===== src/rtl/csa_accum_ctrl.sv =====
// ---------------------------------------------------------------------------
// csa_accum_ctrl
//
// Sequential multi-operand accumulator. Each accepted operand is folded into a
// redundant sum/carry pair with a single carry-save (3:2) layer, so the
// per-beat critical path is only one full-adder deep. When the last operand of
// a group arrives, the redundant pair is resolved into binary with a CHUNK-bit
// carry-propagate adder, one chunk per cycle, LSB chunk first.
//
// Ports:
//   clk        rising-edge clock
//   rst_n      asynchronous active-low reset
//   in_valid   operand beat valid
//   in_ready   block can accept a beat (registered)
//   in_data    unsigned operand, WIDTH bits
//   in_last    marks final operand of a group, sampled with the beat
//   out_valid  result valid (registered)
//   out_ready  consumer accepts result
//   out_sum    resolved sum modulo 2^ACC_W (registered)
//   out_cnt    operands in the group, saturating at 2^EXT+1 (registered)
//   out_ovf    group held more than 2^EXT operands (registered)
// ---------------------------------------------------------------------------
module csa_accum_ctrl #(
    parameter int WIDTH = 16,
    parameter int EXT   = 4,
    parameter int CHUNK = 4
) (
    input  logic                   clk,
    input  logic                   rst_n,
    input  logic                   in_valid,
    output logic                   in_ready,
    input  logic [WIDTH-1:0]       in_data,
    input  logic                   in_last,
    output logic                   out_valid,
    input  logic                   out_ready,
    output logic [WIDTH+EXT-1:0]   out_sum,
    output logic [EXT:0]           out_cnt,
    output logic                   out_ovf
);

    localparam int ACC_W   = WIDTH + EXT;
    localparam int NCH     = ACC_W / CHUNK;
    localparam int IDX_W   = (NCH > 1) ? $clog2(NCH) : 1;
    localparam int CNT_W   = EXT + 1;
    localparam int CNT_LIM = 2 ** EXT;
    localparam int CNT_MAX = CNT_LIM + 1;

    // The resolve stage walks whole chunks; a ragged top chunk is not supported.
    if ((ACC_W % CHUNK) != 0) begin : g_chunk_check
        $error("csa_accum_ctrl: ACC_W (%0d) must be divisible by CHUNK (%0d)", ACC_W, CHUNK);
    end

    typedef enum logic [1:0] {
        IDLE    = 2'd0,
        ACCUM   = 2'd1,
        RESOLVE = 2'd2,
        DONE    = 2'd3
    } state_t;

    // ------------------------------------------------------------------
    // Carry-save helpers
    // ------------------------------------------------------------------
    function automatic logic [ACC_W-1:0] csa_sum(
        input logic [ACC_W-1:0] a,
        input logic [ACC_W-1:0] b,
        input logic [ACC_W-1:0] c
    );
        return a ^ b ^ c;
    endfunction

    // Majority bits shifted up one place; the carry out of the MSB is
    // discarded, which is exactly the modulo-2^ACC_W wrap.
    function automatic logic [ACC_W-1:0] csa_carry(
        input logic [ACC_W-1:0] a,
        input logic [ACC_W-1:0] b,
        input logic [ACC_W-1:0] c
    );
        return {((a[ACC_W-2:0] & b[ACC_W-2:0]) |
                 (a[ACC_W-2:0] & c[ACC_W-2:0]) |
                 (b[ACC_W-2:0] & c[ACC_W-2:0])), 1'b0};
    endfunction

    // ------------------------------------------------------------------
    // Declarations
    // ------------------------------------------------------------------
    state_t              state_r;
    state_t              state_s;

    logic [ACC_W-1:0]    sum_r;
    logic [ACC_W-1:0]    carry_r;
    logic [ACC_W-1:0]    res_r;
    logic [IDX_W-1:0]    idx_r;
    logic                cy_r;
    logic [CNT_W-1:0]    cnt_r;

    logic                in_ready_r;
    logic                out_valid_r;
    logic [ACC_W-1:0]    out_sum_r;
    logic [CNT_W-1:0]    out_cnt_r;
    logic                out_ovf_r;

    logic                beat_s;
    logic                out_hs_s;
    logic                idx_last_s;
    logic                in_ready_s;
    logic [ACC_W-1:0]    opnd_s;
    logic [CNT_W-1:0]    cnt_inc_s;
    logic [CHUNK-1:0]    s_chunk_s;
    logic [CHUNK-1:0]    c_chunk_s;
    logic [CHUNK:0]      chunk_add_s;

    assign beat_s     = in_valid && in_ready_r;
    assign out_hs_s   = out_valid_r && out_ready;
    assign idx_last_s = (idx_r == IDX_W'(NCH - 1));
    assign opnd_s     = {{EXT{1'b0}}, in_data};

    assign in_ready   = in_ready_r;
    assign out_valid  = out_valid_r;
    assign out_sum    = out_sum_r;
    assign out_cnt    = out_cnt_r;
    assign out_ovf    = out_ovf_r;

    // Saturating operand counter increment.
    always_comb begin
        cnt_inc_s = cnt_r;
        if (cnt_r >= CNT_W'(CNT_MAX)) begin
            cnt_inc_s = cnt_r;
        end else begin
            cnt_inc_s = cnt_r + {{(CNT_W-1){1'b0}}, 1'b1};
        end
    end

    // One chunk of the carry-propagate adder used during RESOLVE.
    always_comb begin
        s_chunk_s   = sum_r[int'(idx_r) * CHUNK +: CHUNK];
        c_chunk_s   = carry_r[int'(idx_r) * CHUNK +: CHUNK];
        chunk_add_s = {1'b0, s_chunk_s} + {1'b0, c_chunk_s} + {{CHUNK{1'b0}}, cy_r};
    end

    // ------------------------------------------------------------------
    // FSM
    // ------------------------------------------------------------------
    // State register.
    always_ff @(posedge clk or negedge rst_n) begin
        if (!rst_n) begin
            state_r <= IDLE;
        end else begin
            state_r <= state_s;
        end
    end

    // Next-state logic.
    always_comb begin
        state_s = state_r;
        case (state_r)
            IDLE: begin
                if (beat_s) begin
                    state_s = in_last ? RESOLVE : ACCUM;
                end else begin
                    state_s = IDLE;
                end
            end
            ACCUM: begin
                if (beat_s && in_last) begin
                    state_s = RESOLVE;
                end else begin
                    state_s = ACCUM;
                end
            end
            RESOLVE: begin
                if (idx_last_s) begin
                    state_s = DONE;
                end else begin
                    state_s = RESOLVE;
                end
            end
            DONE: begin
                if (out_hs_s) begin
                    state_s = IDLE;
                end else begin
                    state_s = DONE;
                end
            end
            default: begin
                state_s = IDLE;
            end
        endcase
    end

    // Output decode: in_ready is derived from the upcoming state so the
    // registered copy is correct in the cycle the state takes effect.
    always_comb begin
        in_ready_s = 1'b0;
        case (state_s)
            IDLE:    in_ready_s = 1'b1;
            ACCUM:   in_ready_s = 1'b1;
            RESOLVE: in_ready_s = 1'b0;
            DONE:    in_ready_s = 1'b0;
            default: in_ready_s = 1'b0;
        endcase
    end

    // Registered handshake output toward the producer.
    always_ff @(posedge clk or negedge rst_n) begin
        if (!rst_n) begin
            in_ready_r <= 1'b0;
        end else begin
            in_ready_r <= in_ready_s;
        end
    end

    // ------------------------------------------------------------------
    // Datapath: accumulation, resolution and result registers
    // ------------------------------------------------------------------
    // Redundant accumulator, resolver and result/handshake registers.
    always_ff @(posedge clk or negedge rst_n) begin
        if (!rst_n) begin
            sum_r       <= {ACC_W{1'b0}};
            carry_r     <= {ACC_W{1'b0}};
            res_r       <= {ACC_W{1'b0}};
            idx_r       <= {IDX_W{1'b0}};
            cy_r        <= 1'b0;
            cnt_r       <= {CNT_W{1'b0}};
            out_valid_r <= 1'b0;
            out_sum_r   <= {ACC_W{1'b0}};
            out_cnt_r   <= {CNT_W{1'b0}};
            out_ovf_r   <= 1'b0;
        end else begin
            case (state_r)
                IDLE: begin
                    if (beat_s) begin
                        sum_r   <= opnd_s;
                        carry_r <= {ACC_W{1'b0}};
                        cnt_r   <= {{(CNT_W-1){1'b0}}, 1'b1};
                        idx_r   <= {IDX_W{1'b0}};
                        cy_r    <= 1'b0;
                    end else begin
                        idx_r   <= {IDX_W{1'b0}};
                        cy_r    <= 1'b0;
                    end
                end
                ACCUM: begin
                    if (beat_s) begin
                        sum_r   <= csa_sum(sum_r, carry_r, opnd_s);
                        carry_r <= csa_carry(sum_r, carry_r, opnd_s);
                        cnt_r   <= cnt_inc_s;
                    end else begin
                        sum_r   <= sum_r;
                        carry_r <= carry_r;
                    end
                end
                RESOLVE: begin
                    res_r[int'(idx_r) * CHUNK +: CHUNK] <= chunk_add_s[CHUNK-1:0];
                    if (idx_last_s) begin
                        // Carry out of the top chunk is the modulo wrap.
                        cy_r  <= 1'b0;
                        idx_r <= {IDX_W{1'b0}};
                    end else begin
                        cy_r  <= chunk_add_s[CHUNK];
                        idx_r <= idx_r + {{(IDX_W-1){1'b0}}, 1'b1};
                    end
                end
                DONE: begin
                    if (!out_valid_r) begin
                        // First DONE cycle: publish the resolved group.
                        out_valid_r <= 1'b1;
                        out_sum_r   <= res_r;
                        out_cnt_r   <= cnt_r;
                        out_ovf_r   <= (cnt_r > CNT_W'(CNT_LIM));
                    end else if (out_ready) begin
                        out_valid_r <= 1'b0;
                        sum_r       <= {ACC_W{1'b0}};
                        carry_r     <= {ACC_W{1'b0}};
                        cnt_r       <= {CNT_W{1'b0}};
                    end else begin
                        out_valid_r <= out_valid_r;
                    end
                end
                default: begin
                    out_valid_r <= 1'b0;
                end
            endcase
        end
    end

endmodule


===== config.mk =====
export PLATFORM = sky130hd
export DESIGN_NAME = csa_accum_ctrl
export DESIGN_NICKNAME = d
export VERILOG_FILES = /design/src/rtl/csa_accum_ctrl.sv
export SDC_FILE = /design/constraint.sdc
export NUM_CORES = 1
export LEC_CHECK = 0
export ABC_AREA = 0
export BUFFER_PORTS_ARGS = -buffer_cell sky130_fd_sc_hd__buf_4
export CAP_MARGIN = 20
export CORE_ASPECT_RATIO = 1.1
export CORE_UTILIZATION = 60
export CTS_CLUSTER_SIZE = 20
export DETAILED_ROUTE_END_ITERATION = 8
export PLACE_DENSITY = 0.81
export SYNTH_ARGS = -nofsm -noshare
export SYNTH_HDL_FRONTEND = slang
export SYNTH_SLANG_ARGS = --single-unit

===== constraint.sdc =====
create_clock -name clk -period 4.6 [get_ports clk]
set_clock_uncertainty 0.2 [all_clocks]
set_input_delay 0.23 -clock clk [delete_from_list [all_inputs] [get_ports clk]]
set_output_delay 0.23 -clock clk [all_outputs]
set_load 0.05 [all_outputs]

# Word level (Yosys, flattened, before mapping)
# Cells that the tools add are included.
# op_classes
muxes	28
shift	4
add_sub_neg	5
reduce_logical	12
n_eq_ne	12
bitwise_logic	8
n_lt_le_gt_ge	2
# op_table
cell	n
two-way mux 20 bit	6
one-hot mux 20 bit (3 select lines)	2
indexed part select 20 x 6 -> 4 bit	2
bitwise AND 19 x 16 -> 19 bit	2
OR 19 bit	2
negator 5 -> 33 bit	1
variable shift 4 x 33 -> 20 bit, first input constant	1
indexed part select 4 x 33 -> 20 bit	1
two-way mux 5 bit	5
bitwise mux 20 bit	1
XOR 20 x 16 -> 20 bit	1
XOR 20 bit	1
bitwise AND 19 bit	1
one-hot mux 5 bit (3 select lines)	1
!= test 2 bit, second input constant	5
equality test 2 bit, second input constant	4
two-way mux 2 bit	4
one-hot mux 2 bit (4 select lines)	1
one-hot mux 3 bit (2 select lines)	1
AND reduction 6 bit	1
adder 4 x 4 -> 5 bit	1
adder 5 x 1 -> 5 bit	1
adder 5 x 1 -> 5 bit, second input constant	1
greater-or-equal comparator 5 bit, second input constant	1
other kinds (15)	24
# word_totals
out_inout_bits	28
regBits	99
elab_cells	83

# Depth between registers and ports, before layout
# depth
ltp_word	7
ltp_mapped	11
mapped_depth_nobuf	9

# Least setup slack after synthesis
# OpenSTA, ideal clock, no wires.
# synth_timing
path_kind	reg2reg
start	register idx_r[0]
end	register res_r[11]
slack_ps	1591
path_buffers	2
path_stages_with_launch	11
arrival_ps	2684
setup_ps	125
path_cell_list	dfrtp_1 buf_2 clkbuf_1 mux2_2 nand3_1 o21ai_0 fa_1 a21o_1 a21oi_1 mux2_2 mux2_2
# synth_between
elab_chain_cells	5
# synth_rtl
element	line	text
start, declared	92	logic [IDX_W-1:0] idx_r;
start signal, assigned	221	idx_r <= {IDX_W{1'b0}};
start signal, assigned	235	idx_r <= {IDX_W{1'b0}};
start signal, assigned	238	idx_r <= {IDX_W{1'b0}};
indexed part select 20 x 6 -> 4 bit, on equally long branches	135, 136	
adder 4 x 4 -> 5 bit	137	chunk_add_s = {1'b0, s_chunk_s} + {1'b0, c_chunk_s} + {{CHUNK{1'b0}}, cy_r};
adder 5 x 1 -> 5 bit	137	
indexed part select 4 x 33 -> 20 bit	253	res_r[int'(idx_r) * CHUNK +: CHUNK] <= chunk_add_s[CHUNK-1:0];
bitwise mux 20 bit *	253	
end signal, assigned	220	res_r <= {ACC_W{1'b0}};
end signal, assigned by index	253	
end, declared	91	logic [ACC_W-1:0] res_r;
# Mark *: on every way between the ends. The rest lies on a longest branch, timed or not.
# A chain may end at the register's enable or synchronous reset.

# Worst setup path after layout
# Same ends and word-level chain as after synthesis.

==> impl_metrics.json <==
{
  "cts-root-buf": "clkbuf_8",
  "grt-ovfl-total": 0,
  "placed_cell_area_um2": 5370,
  "ant_nets": 0,
  "path_delay_family": "flip-flops",
  "first_global_vias": 3542,
  "rows": 34,
  "endpoint_kind": "register",
  "synth_fp_nets": 517,
  "die_area_um2": 8640,
  "dr.pass1.iters": 5,
  "grt_pass1_wl_um": 17500,
  "max_slew_margin": 0.359,
  "synth_cell_types": 40,
  "min_period_ps": 3570,
  "wirelength_um": 10400,
  "startpoint": "idx_r[0]",
  "crit_slowest_cell": "dfrtp_1",
  "grt_max_degree": 61,
  "ys_async_sr_fraction": 1.00,
  "crit_path_max_fanout": 34,
  "fp.dieW_um": 88.7,
  "vias": 3622,
  "initial_core_util": 0.624,
  "critPathBufInv": 1,
  "ys_warn_count": 0,
  "syn-cell-area_um2": 4970,
  "cts_tree": "built",
  "synth_edf_count": 0,
  "area_growth_syn_to_layout_pct": 15.8,
  "worstReg2RegEnd": "res_r[11]",
  "syn_inst": 465,
  "worst_slew_pin_slew_ps": 961,
  "cp-start-kind": "register",
  "finalCritPeriodShare": 0.777,
  "hpwl_um": 7260,
  "synth-main-ff-cell": "dfrtp_1",
  "insertion_delay_ps": 360,
  "ios": 49,
  "rrSetupSlack_ps": 1030,
  "yosys_register_bits": 98,
  "fin_area_um2": 5750,
  "numCtsBuffers": 9,
  "via_per_inst": 5.77,
  "hold_viol": 0,
  "r2r_start": "idx_r[0]",
  "finalMaxSlewViolations": 0,
  "path_clk_slew_ps": 100,
  "cp_num_cells": 9,
  "postCtsSetupRepairBufs": 0,
  "leakage_uw": 0.00281,
  "rsz0062_at_grt": "false",
  "io_buffers": 48,
  "crit_top_cell": "mux2_2",
  "drc": 0,
  "fmax_ghz": 0.280,
  "avgRoutedWirePerCell_um": 16.5,
  "coreArea_um2": 7960,
  "timing.hold.ws_ps": 14.1,
  "clock-sinks": 98,
  "cp_slowest_stage_delay_ps": 990,
  "worst_ep_required_time_ps": 4650,
  "pwr_density_cell_nw_per_um2": 663,
  "crit_end": "res_r[11]",
  "hold_path.class": "in2reg",
  "antenna_cells": 0,
  "drt_iter0_drc": 229,
  "crit_arrival_ps": 3630,
  "nets": 567,
  "grt_util_all_layers": 0.262,
  "worstPathCellList": "inv_1 > and3_1 > a31oi_1 > o21ai_0 > fa_1 > a21o_1 > a21oi_1 > mux2_2 > mux2_2",
  "antenna_found_initial": 0,
  "reg2regPathDepth": 9,
  "avgSynthCellArea_um2": 10.7,
  "status": "finished clean",
  "gp_congestion": 0.821,
  "htreeDepth": 3,
  "drv_cap": 0,
  "fin_tns_setup_ps": 0,
  "ir_drop_v": 0.000381,
  "cts_max_path_buffers": 2,
  "yosysSeqAreaShare": 0.494,
  "drive_gt1_frac": 0.225,
  "setup_viol": 0,
  "criticalPathCategory": "reg2reg",
  "final_cell_mix": "dfrtp_1 (98), nand2_1 (65), buf_4 (53)",
  "layout_commonest_cell": "dfrtp_1",
  "fp.dieH_um": 97.4
}
-- cells in the mapped netlist (all sizes together), types with 2 or more instances --
cell type  count  area, um2
nor2b          4       25.0
nor2          38        143
nand2b         4       25.0
buf           16       78.8
a22oi          6       45.0
a21o           2       15.0
or4            2       18.8
o21a           2       15.0
nor3          10       50.1
nand2         65        244
o22a           6       52.6
nand4b         2       17.5
ha            14        175
xnor2          2       17.5
clkbuf        15       56.3
fa            17        340
a221oi        16        140
mux2i          2       20.0
and3           3       18.8
o211ai         3       22.5
a21oi         22        110
o21ai         20        111
dfrtp         98       2450
inv           17       63.8
mux2          42        473
nand3         26        130
-- report_power, final --
group / switching, uW / internal (uW)
logic: 1050 / 699
registers: 331 / 1150
clock network: 326 / 262
total: 1700 / 2110
-- state kept, by name, indices dropped and copies added (netlist names), 2 cells and up --
name and flops:
carry_r 19, cnt_r 5, idx_r 3, out_cnt 5, out_sum 20, res_r 20
state_r 2, sum_r 20
-- layout make-up --
| cell class | instances | area (um2) |
|---|---|---|
| fillers | 559 | 2210 |
| inverters | 18 | 67.6 |
| multi-input cells | 318 | 2320 |
| clock inverters | 7 | 85.1 |
| flip-flops and latches | 98 | 2450 |
| repair buffers | 70 | 568 |
| well taps | 108 | 135 |
| clock buffers | 9 | 124 |
-- repair_timing --
action / in CTS / in global routing
endpoints found under the hold margin: 54 / 0
hold buffers: 17 / 0
gates resized for setup: 0 / 0
-- per-layer routing --
layer | up-vias | share of wire | global-route usage | routed length, um
met1 | 1802 | 0.45 | 0.371 | 4670
met3 | 16 | 0.031 | 0.0365 | 325
met2 | 79 | 0.50 | 0.414 | 5210
li1 | 1725 | - | - | -
met4 | 0 | 0.016 | 0.0918 | 163
met5 | - | 0 | 0 | 0
-- worst min-delay path by stage --
stage | from | end | cells after the start
after floorplan | rst_n | carry_r[10] | 0
after global placement | rst_n | out_cnt[0] | 1
after detailed placement | rst_n | out_cnt[0] | 1
after CTS | in_last | state_r[0] | 4
after global routing | in_last | in_ready | 3
final | in_last | state_r[0] | 4
-- tightest hold or removal path: stages --
cell	delay, ps
buf_4	80
nand3_1	70
o21ai_0	80
o21ai_0	70
-- metrics by stage --
step	setup WS, ps	total power [uW]	instances	util
floorplan	1590	2720	465	-
global placement	1190	3160	595	0.675
detailed placement	1060	3220	595	0.675
CTS	1050	3820	628	0.723
global route	808	4090	628	0.723
finish	1030	3810	628	0.723
-- logic make-up after synthesis --
logic type,synth area share
buffers and inverters,0.0408
AOI/OAI and AO/OA,0.116
and+or+nand+nor,0.138
adders and majority gates,0.104
xor gates and xnor gates,0.00353
DFF,0.494
muxes,0.104
Power figures use the tool's default switching activity.
